[config.mk]
export PLATFORM = sky130hd
export DESIGN_NAME = coord_bcd_converter
export DESIGN_NICKNAME = d
export VERILOG_FILES = /design/src/rtl/coord_bcd_converter.sv
export SDC_FILE = /design/constraint.sdc
export NUM_CORES = 1
export LEC_CHECK = 0
export CORE_MARGIN = 1.5
export CORE_UTILIZATION = 45
export DETAILED_ROUTE_END_ITERATION = 8
export GPL_TIMING_DRIVEN = 0
export HOLD_SLACK_MARGIN = 0.12
export PLACE_DENSITY = 0.66
export SLEW_MARGIN = 20
export SYNTH_ARGS = -nofsm -noshare
export SYNTH_HDL_FRONTEND = slang
export SYNTH_SLANG_ARGS = --single-unit
[constraint.sdc]
create_clock -name clk -period 7.9 [get_ports clk]
set_input_delay 1.185 -clock clk [delete_from_list [all_inputs] [get_ports clk]]
set_output_delay 1.185 -clock clk [all_outputs]
set_load 0.1 [all_outputs]
[src/rtl/coord_bcd_converter.sv]
// Sequential binary-to-BCD converter for the mouse X/Y coordinates.
// Periodically (or on request) converts both coordinates with double-dabble, X then Y.
module coord_bcd_converter #(
    parameter int IN_WIDTH       = 10,   // must be >= 10 so that 999 fits in the operand
    parameter int REFRESH_CYCLES = 50000
) (
    input  logic        clk,
    input  logic        reset,
    input  logic [15:0] x_in,
    input  logic [15:0] y_in,
    input  logic        update_req,
    output logic [11:0] x_bcd,
    output logic [11:0] y_bcd,
    output logic        valid,
    output logic        busy
);

    typedef enum logic [2:0] {
        IDLE,
        CAPTURE,
        CONV_X,
        CONV_Y,
        COMMIT
    } state_e;

    localparam int CNT_W = $clog2(IN_WIDTH + 1);
    localparam int REF_W = (REFRESH_CYCLES > 1) ? $clog2(REFRESH_CYCLES) : 1;
    localparam logic [REF_W-1:0] REF_LAST = REF_W'(REFRESH_CYCLES - 1);
    localparam logic [CNT_W-1:0] BIT_LAST = CNT_W'(IN_WIDTH - 1);
    localparam logic [IN_WIDTH-1:0] SAT_MAX = IN_WIDTH'(999);

    // Anything above 999, including bits beyond the operand width, clamps to 999.
    function automatic logic [IN_WIDTH-1:0] saturate(input logic [15:0] v);
        if ((v > 16'd999) || ((v >> IN_WIDTH) != 16'd0))
            return SAT_MAX;
        return IN_WIDTH'(v);
    endfunction

    function automatic logic [3:0] fix_nibble(input logic [3:0] n);
        return (n >= 4'd5) ? n + 4'd3 : n;
    endfunction

    state_e                state_q, state_d;
    logic [REF_W-1:0]      ref_q, ref_d;
    logic [CNT_W-1:0]      cnt_q, cnt_d;
    logic [IN_WIDTH-1:0]   op_q, op_d;
    logic [IN_WIDTH-1:0]   y_op_q, y_op_d;
    logic [11:0]           acc_q, acc_d;
    logic [11:0]           x_res_q, x_res_d;
    logic [11:0]           x_bcd_q, x_bcd_d;
    logic [11:0]           y_bcd_q, y_bcd_d;
    logic                  valid_q, valid_d;
    logic                  busy_q, busy_d;

    logic                  tick;
    logic                  start;
    logic [11:0]           acc_adj;
    logic [11:0]           acc_shift;
    logic [IN_WIDTH-1:0]   op_shift;
    logic                  last_bit;

    assign tick     = (ref_q == REF_LAST);
    assign start    = tick | update_req;
    assign ref_d    = tick ? '0 : ref_q + REF_W'(1);
    assign last_bit = (cnt_q == BIT_LAST);

    // One double-dabble step: correct each digit, then shift {acc, op} left by one.
    assign acc_adj   = {fix_nibble(acc_q[11:8]), fix_nibble(acc_q[7:4]), fix_nibble(acc_q[3:0])};
    assign acc_shift = {acc_adj[10:0], op_q[IN_WIDTH-1]};
    assign op_shift  = {op_q[IN_WIDTH-2:0], 1'b0};

    always_comb begin
        // NOTE: every variable gets a default before the case so no path leaves it unassigned (no latches).
        state_d = state_q;
        cnt_d   = cnt_q;
        op_d    = op_q;
        y_op_d  = y_op_q;
        acc_d   = acc_q;
        x_res_d = x_res_q;
        x_bcd_d = x_bcd_q;
        y_bcd_d = y_bcd_q;

        unique case (state_q)
            IDLE: begin
                if (start)
                    state_d = CAPTURE;
            end
            CAPTURE: begin
                op_d    = saturate(x_in);
                y_op_d  = saturate(y_in);
                acc_d   = '0;
                cnt_d   = '0;
                state_d = CONV_X;
            end
            CONV_X: begin
                acc_d = acc_shift;
                op_d  = op_shift;
                cnt_d = cnt_q + CNT_W'(1);
                if (last_bit) begin
                    x_res_d = acc_shift;
                    acc_d   = '0;
                    cnt_d   = '0;
                    op_d    = y_op_q;
                    state_d = CONV_Y;
                end
            end
            CONV_Y: begin
                acc_d = acc_shift;
                op_d  = op_shift;
                cnt_d = cnt_q + CNT_W'(1);
                if (last_bit) begin
                    // Both results land on the same edge so the display never mixes old and new.
                    x_bcd_d = x_res_q;
                    y_bcd_d = acc_shift;
                    state_d = COMMIT;
                end
            end
            COMMIT: begin
                state_d = IDLE;
            end
            default: begin
                state_d = IDLE;
            end
        endcase
    end

    assign valid_d = (state_d == COMMIT);
    assign busy_d  = (state_d != IDLE);

    // NOTE: sequential state uses non-blocking assignments so every register samples pre-edge values.
    always_ff @(posedge clk or posedge reset) begin
        if (reset) begin
            state_q <= IDLE;
            ref_q   <= '0;
            cnt_q   <= '0;
            op_q    <= '0;
            y_op_q  <= '0;
            acc_q   <= '0;
            x_res_q <= '0;
            x_bcd_q <= '0;
            y_bcd_q <= '0;
            valid_q <= 1'b0;
            busy_q  <= 1'b0;
        end else begin
            state_q <= state_d;
            ref_q   <= ref_d;
            cnt_q   <= cnt_d;
            op_q    <= op_d;
            y_op_q  <= y_op_d;
            acc_q   <= acc_d;
            x_res_q <= x_res_d;
            x_bcd_q <= x_bcd_d;
            y_bcd_q <= y_bcd_d;
            valid_q <= valid_d;
            busy_q  <= busy_d;
        end
    end

    assign x_bcd = x_bcd_q;
    assign y_bcd = y_bcd_q;
    assign valid = valid_q;
    assign busy  = busy_q;

endmodule
After elaboration in Yosys (flattened, before gate mapping)
Index checks and enable logic that the tools add are counted.
Word-level totals
  register bits: 93
  input port bits: 35
  output and inout port bits: 26
  word-level logic and storage cells: 59
Cells by class
  order comparisons: 5
  multiplexer cells: 22
  bitwise gates (word level): 1
  eq/ne operators: 6
  add/sub/neg operators: 5
  reduce and logical (&&, ||, !) cells: 9
Operator list (number)
  $mux W10: 5
  $pmux W12 S3: 1
  $gt A16 B10 Y1 const B: 2
  $reduce_bool A16 Y1: 2
  $pmux W10 S3: 1
  $add A16 B1 Y16 const B: 1
  $eq A16 B16 Y1 const B: 1
  $mux W16: 1
  $ge A4 B3 Y1 const B: 3
  $mux W12: 1
  $mux W3: 4
  $mux W4: 3
  $pmux W3 S4: 1
  $pmux W4 S3: 1
  $add A4 B2 Y4 const B: 2
  $eq A3 B2 Y1 const B: 2
  $reduce_bool A3 Y1: 2
  $add A4 B1 Y4 const B: 1
  $eq A4 B4 Y1 const B: 1
  $mux W1: 4
  $reduce_and A2 Y1: 2
  $add A3 B2 Y3 const B: 1
  $eq A3 B1 Y1 const B: 1
  $eq A3 B3 Y1 const B: 1
  3 further kinds: 4

Depth between registers and ports, before layout
  depth after elaboration: 6
  gate-level depth with buffers: 8
  gate-level depth less buffers: 6

Least setup slack after synthesis
Ideal clock, no wire load.
  path kind: in2reg
  start: in x_in[14]
  end: reg op_q[7]
  required time: 7.759 ns
  path slack: 5.592 ns
  cell stages on the path: 4
  path buffers: 0
  library setup time: 0.141 ns
  data arrival time: 2.167 ns
  cells stage by stage: nor4_1 > nand2_1 > o311ai_0 > nand3_1
On the way
  longest elaborated chain between the ends: 6
  elaborated cells between the ends (all ways): 7
  classes of those cells: order compare (1); mux (4); reduce/logical (2)
Ends and longest elaborated chain
  start, declared: line 9  | input logic [15:0] x_in,
  $gt A16 B10 Y1 / $reduce_bool A16 Y1 (equally long branches): line 34  | if ((v > 16'd999) || ((v >> IN_WIDTH) != 16'd0))
  $logic_or A1 B1 Y1 *: line 34
  $mux W1 *: line 34
  $mux W1 *: line 83  | unique case (state_q)
  $mux W10 *: line 36  | return IN_WIDTH'(v);
  $pmux W10 S3 *: line 83
  end signal, assigned: line 148  | op_q <= op_d;
  end, declared: line 46  | logic [IN_WIDTH-1:0] op_q, op_d;
Mark *: on every way between the ends. The rest lies on a longest branch, timed or not. The select of a mux whose other input is x is not followed.
A chain may end at the register's enable or synchronous reset.

Final worst setup path
  start: reg y_bcd_q[0], in the netlist y_bcd[0]
  end: out y_bcd[0]
RTL lines
  start, declared: line 51  | logic [11:0] y_bcd_q, y_bcd_d;
  start signal, assigned: line 153  | y_bcd_q <= y_bcd_d;
  end, declared: line 13  | output logic [11:0] y_bcd,
No word-level cell between the ends.

==> metrics.md <==
| Metric | Value |
|---|---|
| Initial DRC count | `138` |
| Vias per inst | `5.304` |
| Leading area contributor after synthesis | `dfrtp_1` |
| Via count | `3145` |
| Clk slew on worst S/H paths | `90 ps` |
| Synth area leaders | `dfrtp_1 54%, mux2_2 6.3%, nor2_1 4.3%` |
| Die height | `100.6 µm` |
| Post-DP HPWL | `6.427 mm` |
| Die Wd | `100.6 µm` |
| Synthesized area | `4283 µm²` |
| Achievable Freq | `325.3 MHz` |
| Drt drc | `0` |
| N_diodes | `0` |
| Initial core utilization | `46.35%` |
| EDFF count, synth | `0` |
| Total wire length | `8.909 mm` |
| Post-route ant nets | `0` |
| WL/cell | `15.02 µm` |
| Clock Skews | `12.05 ps` |
| Setup Viol. Count Final | `0` |
| CP Cell Sequence | `clkdlybuf4s50_1` |
| Clk buf depth | `2` |
| Setup WS pre-CTS | `4940 ps` |
| Actual slew at the worst max-slew pin | `974.0 ps` |
| Main synth FF type | `dfrtp_1` |
| Register Area | `2327 µm²` |
| Number of synthesized register bits | `93` |
| Sum Neg Setup Slack | `0 ps` |
| Slowest-stage cell, CP | `clkdlybuf4s50_1` |
| Core outline area | `9240 µm²` |
| Max cap viols | `0` |
| Final critical-path share of the clock period | `38.92%` |
| Number of hold violations in the final report | `0` |
| Multi-input combinational cell area | `1828 µm²` |
| Port Buf Inserts | `60` |
| Pleak | `2.256 nW` |
| Register-to-register setup slack | `5880 ps` |
| Setup ws final | `4826 ps` |
| Post-cts sizing count | `0` |
| Final nets | `503` |
| Warnings, synthesis | `0` |
| Post-synthesis sequential area ratio | `54.34%` |
| CTS tree | `done` |
| Cell variety after synth | `51` |
| Crit Path Category | `register to primary output` |
| Share of the synthesized area in the top cell type | `54.34%` |
| # hold bufs at CTS | `0` |
| Overflow after GRT | `0` |
| Worst setup EP type | `primary output` |
| Largest net degree at the start of global routing | `50` |
| Final min period | `3074 ps` |
| Peak VDD IR | `0.1904 mV` |
| Worst path buffer plus inverter count | `1` |
| Critical path launch point type | `register` |
| Clock insertion delay at the later pin of the skew report | `360 ps` |
| Root Driver | `clkbuf_8` |
| Syn avg cell area | `11.07 µm²` |
| Total CTS buffers | `9` |
| Post-CTS Setup Repair Bufs | `0` |
| Slowest cell delay on critical path | `1150 ps` |
| Run status | `finished clean` |
| Pins Over Slew Limit | `0` |
| CTS sink cnt | `93` |
| Vias in the first global route | `3135` |
| Slew margin rel. | `34.86%` |
| Critical Path AT | `1890 ps` |
| Asr flop ratio synth | `100.0%` |
| GPL Wtd Cong | `0.8113` |
| Die area | `10110 µm²` |
| Cell area power density | `413.4 nW/µm²` |
| Synthesized net count | `431` |
| Crit-path leading delay family | `buffers and inverters` |
| Fillers | `796` |
| Num rows | `35` |
| Area Growth Syn to Fin | `23.37%` |
| RSZ-0062 raised after global routing | `no` |
| First-pass GRT wire length | `15.04 mm` |
| Crit path max fanout | `2` |
| Drt first pass iters | `4` |
| # IOs | `61` |
| WP data required | `6710 ps` |
| Gr usage total | `19.14%` |
| Synthesized instance count | `387` |
| H-tree depth | `3` |
| Layout cells sized above 1 | `12.93%` |
| Initial antenna violation count | `0` |
| Worst hold path type | `register to register` |
==> power breakdown <==
| part | switching (mW) | internal [mW] | total [mW] |
|---|---|---|---|
| sequential | 0.111 | 0.637 | 0.747 |
| clock | 0.170 | 0.157 | 0.327 |
| combinational | 0.739 | 0.371 | 1.11 |
==> cell usage after synthesis, types with 5 or more instances <==
master	count
a21oi_1	19
and3_1	5
nor3b_1	5
nand2_1	15
nand2b_1	6
o21ai_1	5
nor4_1	5
nor2_1	49
buf_2	9
nand4_1	6
xor2_1	8
dfrtp_1	93
o31ai_1	5
a22o_1	8
ha_1	9
o21ai_0	13
xnor2_1	9
nor3_1	13
nand3_1	10
o22ai_1	6
inv_1	12
mux2_2	24
==> cells in the final DEF, fill, tap and decap left out, types with 3 or more instances in the layout <==
master           netlist  final
a21oi_1               19     19
a221o_1                3      3
a22o_1                 8      8
and3_1                 5      5
buf_2                  9      9
clkbuf_1               4      4
clkbuf_8               0     10
clkdlybuf4s50_1        0     60
dfrtp_1               93     93
ha_1                   9      9
inv_1                 12     11
inv_6                  0      3
mux2_2                24     24
mux2i_1                4      4
nand2_1               15     15
nand2b_1               6      6
nand3_1               10     10
nand4_1                6      6
nor2_1                49     49
nor3_1                13     13
nor3b_1                5      5
nor4_1                 5      5
nor4b_1                3      3
o21a_1                 3      3
o21ai_0               13     13
o21ai_1                5      5
o221ai_1               4      4
o22ai_1                6      6
o31a_1                 4      4
o31ai_1                5      5
xnor2_1                9      9
xor2_1                 8      8
==> cell type report <==
class	instances	area share, %
Buffer	15	1.563
Clock buffer	10	2.605
Clock inverter	6	1.302
Inverter	12	0.9472
Multi-Input combinational cell	267	34.60
Sequential cell	93	44.04
Tap cell	129	3.055
Timing Repair Buffer	61	11.89
==> per-layer routing <==
metal	track usage, %	wire, µm	vias up
met4	4.767	107	0
met1	24.68	4129	1520
li1	-	-	1543
met5	0	0	-
met2	32.76	4343	68
met3	4.369	330	14
==> worst paths after layout <==
kind / startpoint / endpoint / depth (start not counted)
min in group asynchronous: reset / acc_q[1]$_DFFE_PP0P_ / 2
setup reg to reg: cnt_q[1]$_DFFE_PP0P_ / x_bcd[9]$_DFFE_PP0P_ / 6
setup / recovery: y_bcd[0]$_DFFE_PP0P_ / y_bcd[0] / 1
hold reg to reg: x_res_q[7]$_DFFE_PP0P_ / x_res_q[7]$_DFFE_PP0P_ / 2
max in group asynchronous: reset / cnt_q[0]$_DFFE_PP0P_ / 3
hold / removal: x_res_q[7]$_DFFE_PP0P_ / x_res_q[7]$_DFFE_PP0P_ / 2
==> state kept, by name (all words and copies together), names as in the netlist <==
signal / count
cnt_q: 4
valid: 1
y_op_q: 10
state_q: 3
x_bcd: 12
y_bcd: 12
op_q: 10
acc_q: 12
x_res_q: 12
busy: 1
ref_q: 16
==> per-stage QoR <==
step	instance area (µm²)	hold slack, ps	std cells	power, mW	util [%]
floorplan	4283	450.0	387	1.596	-
global placement	5045	462.6	576	1.842	54.60
detailed placement	5077	468.6	577	1.875	54.95
CTS	5284	488.1	593	2.202	57.18
global route	5284	513.2	593	2.322	57.18
finish	5284	483.3	593	2.185	57.18
==> cell families after synthesis <==
logic type | share of synthesized area [%]
XOR/XNOR | 3.477
AND/OR/NAND/NOR | 16.21
multiplexers | 7.771
AO/OA/AOI/OAI | 12.59
adder cells (fa/ha/maj) | 2.629
buffers and inverters | 2.980
flip-flops | 54.34
Note: power is estimated with default switching activity, not from simulation.
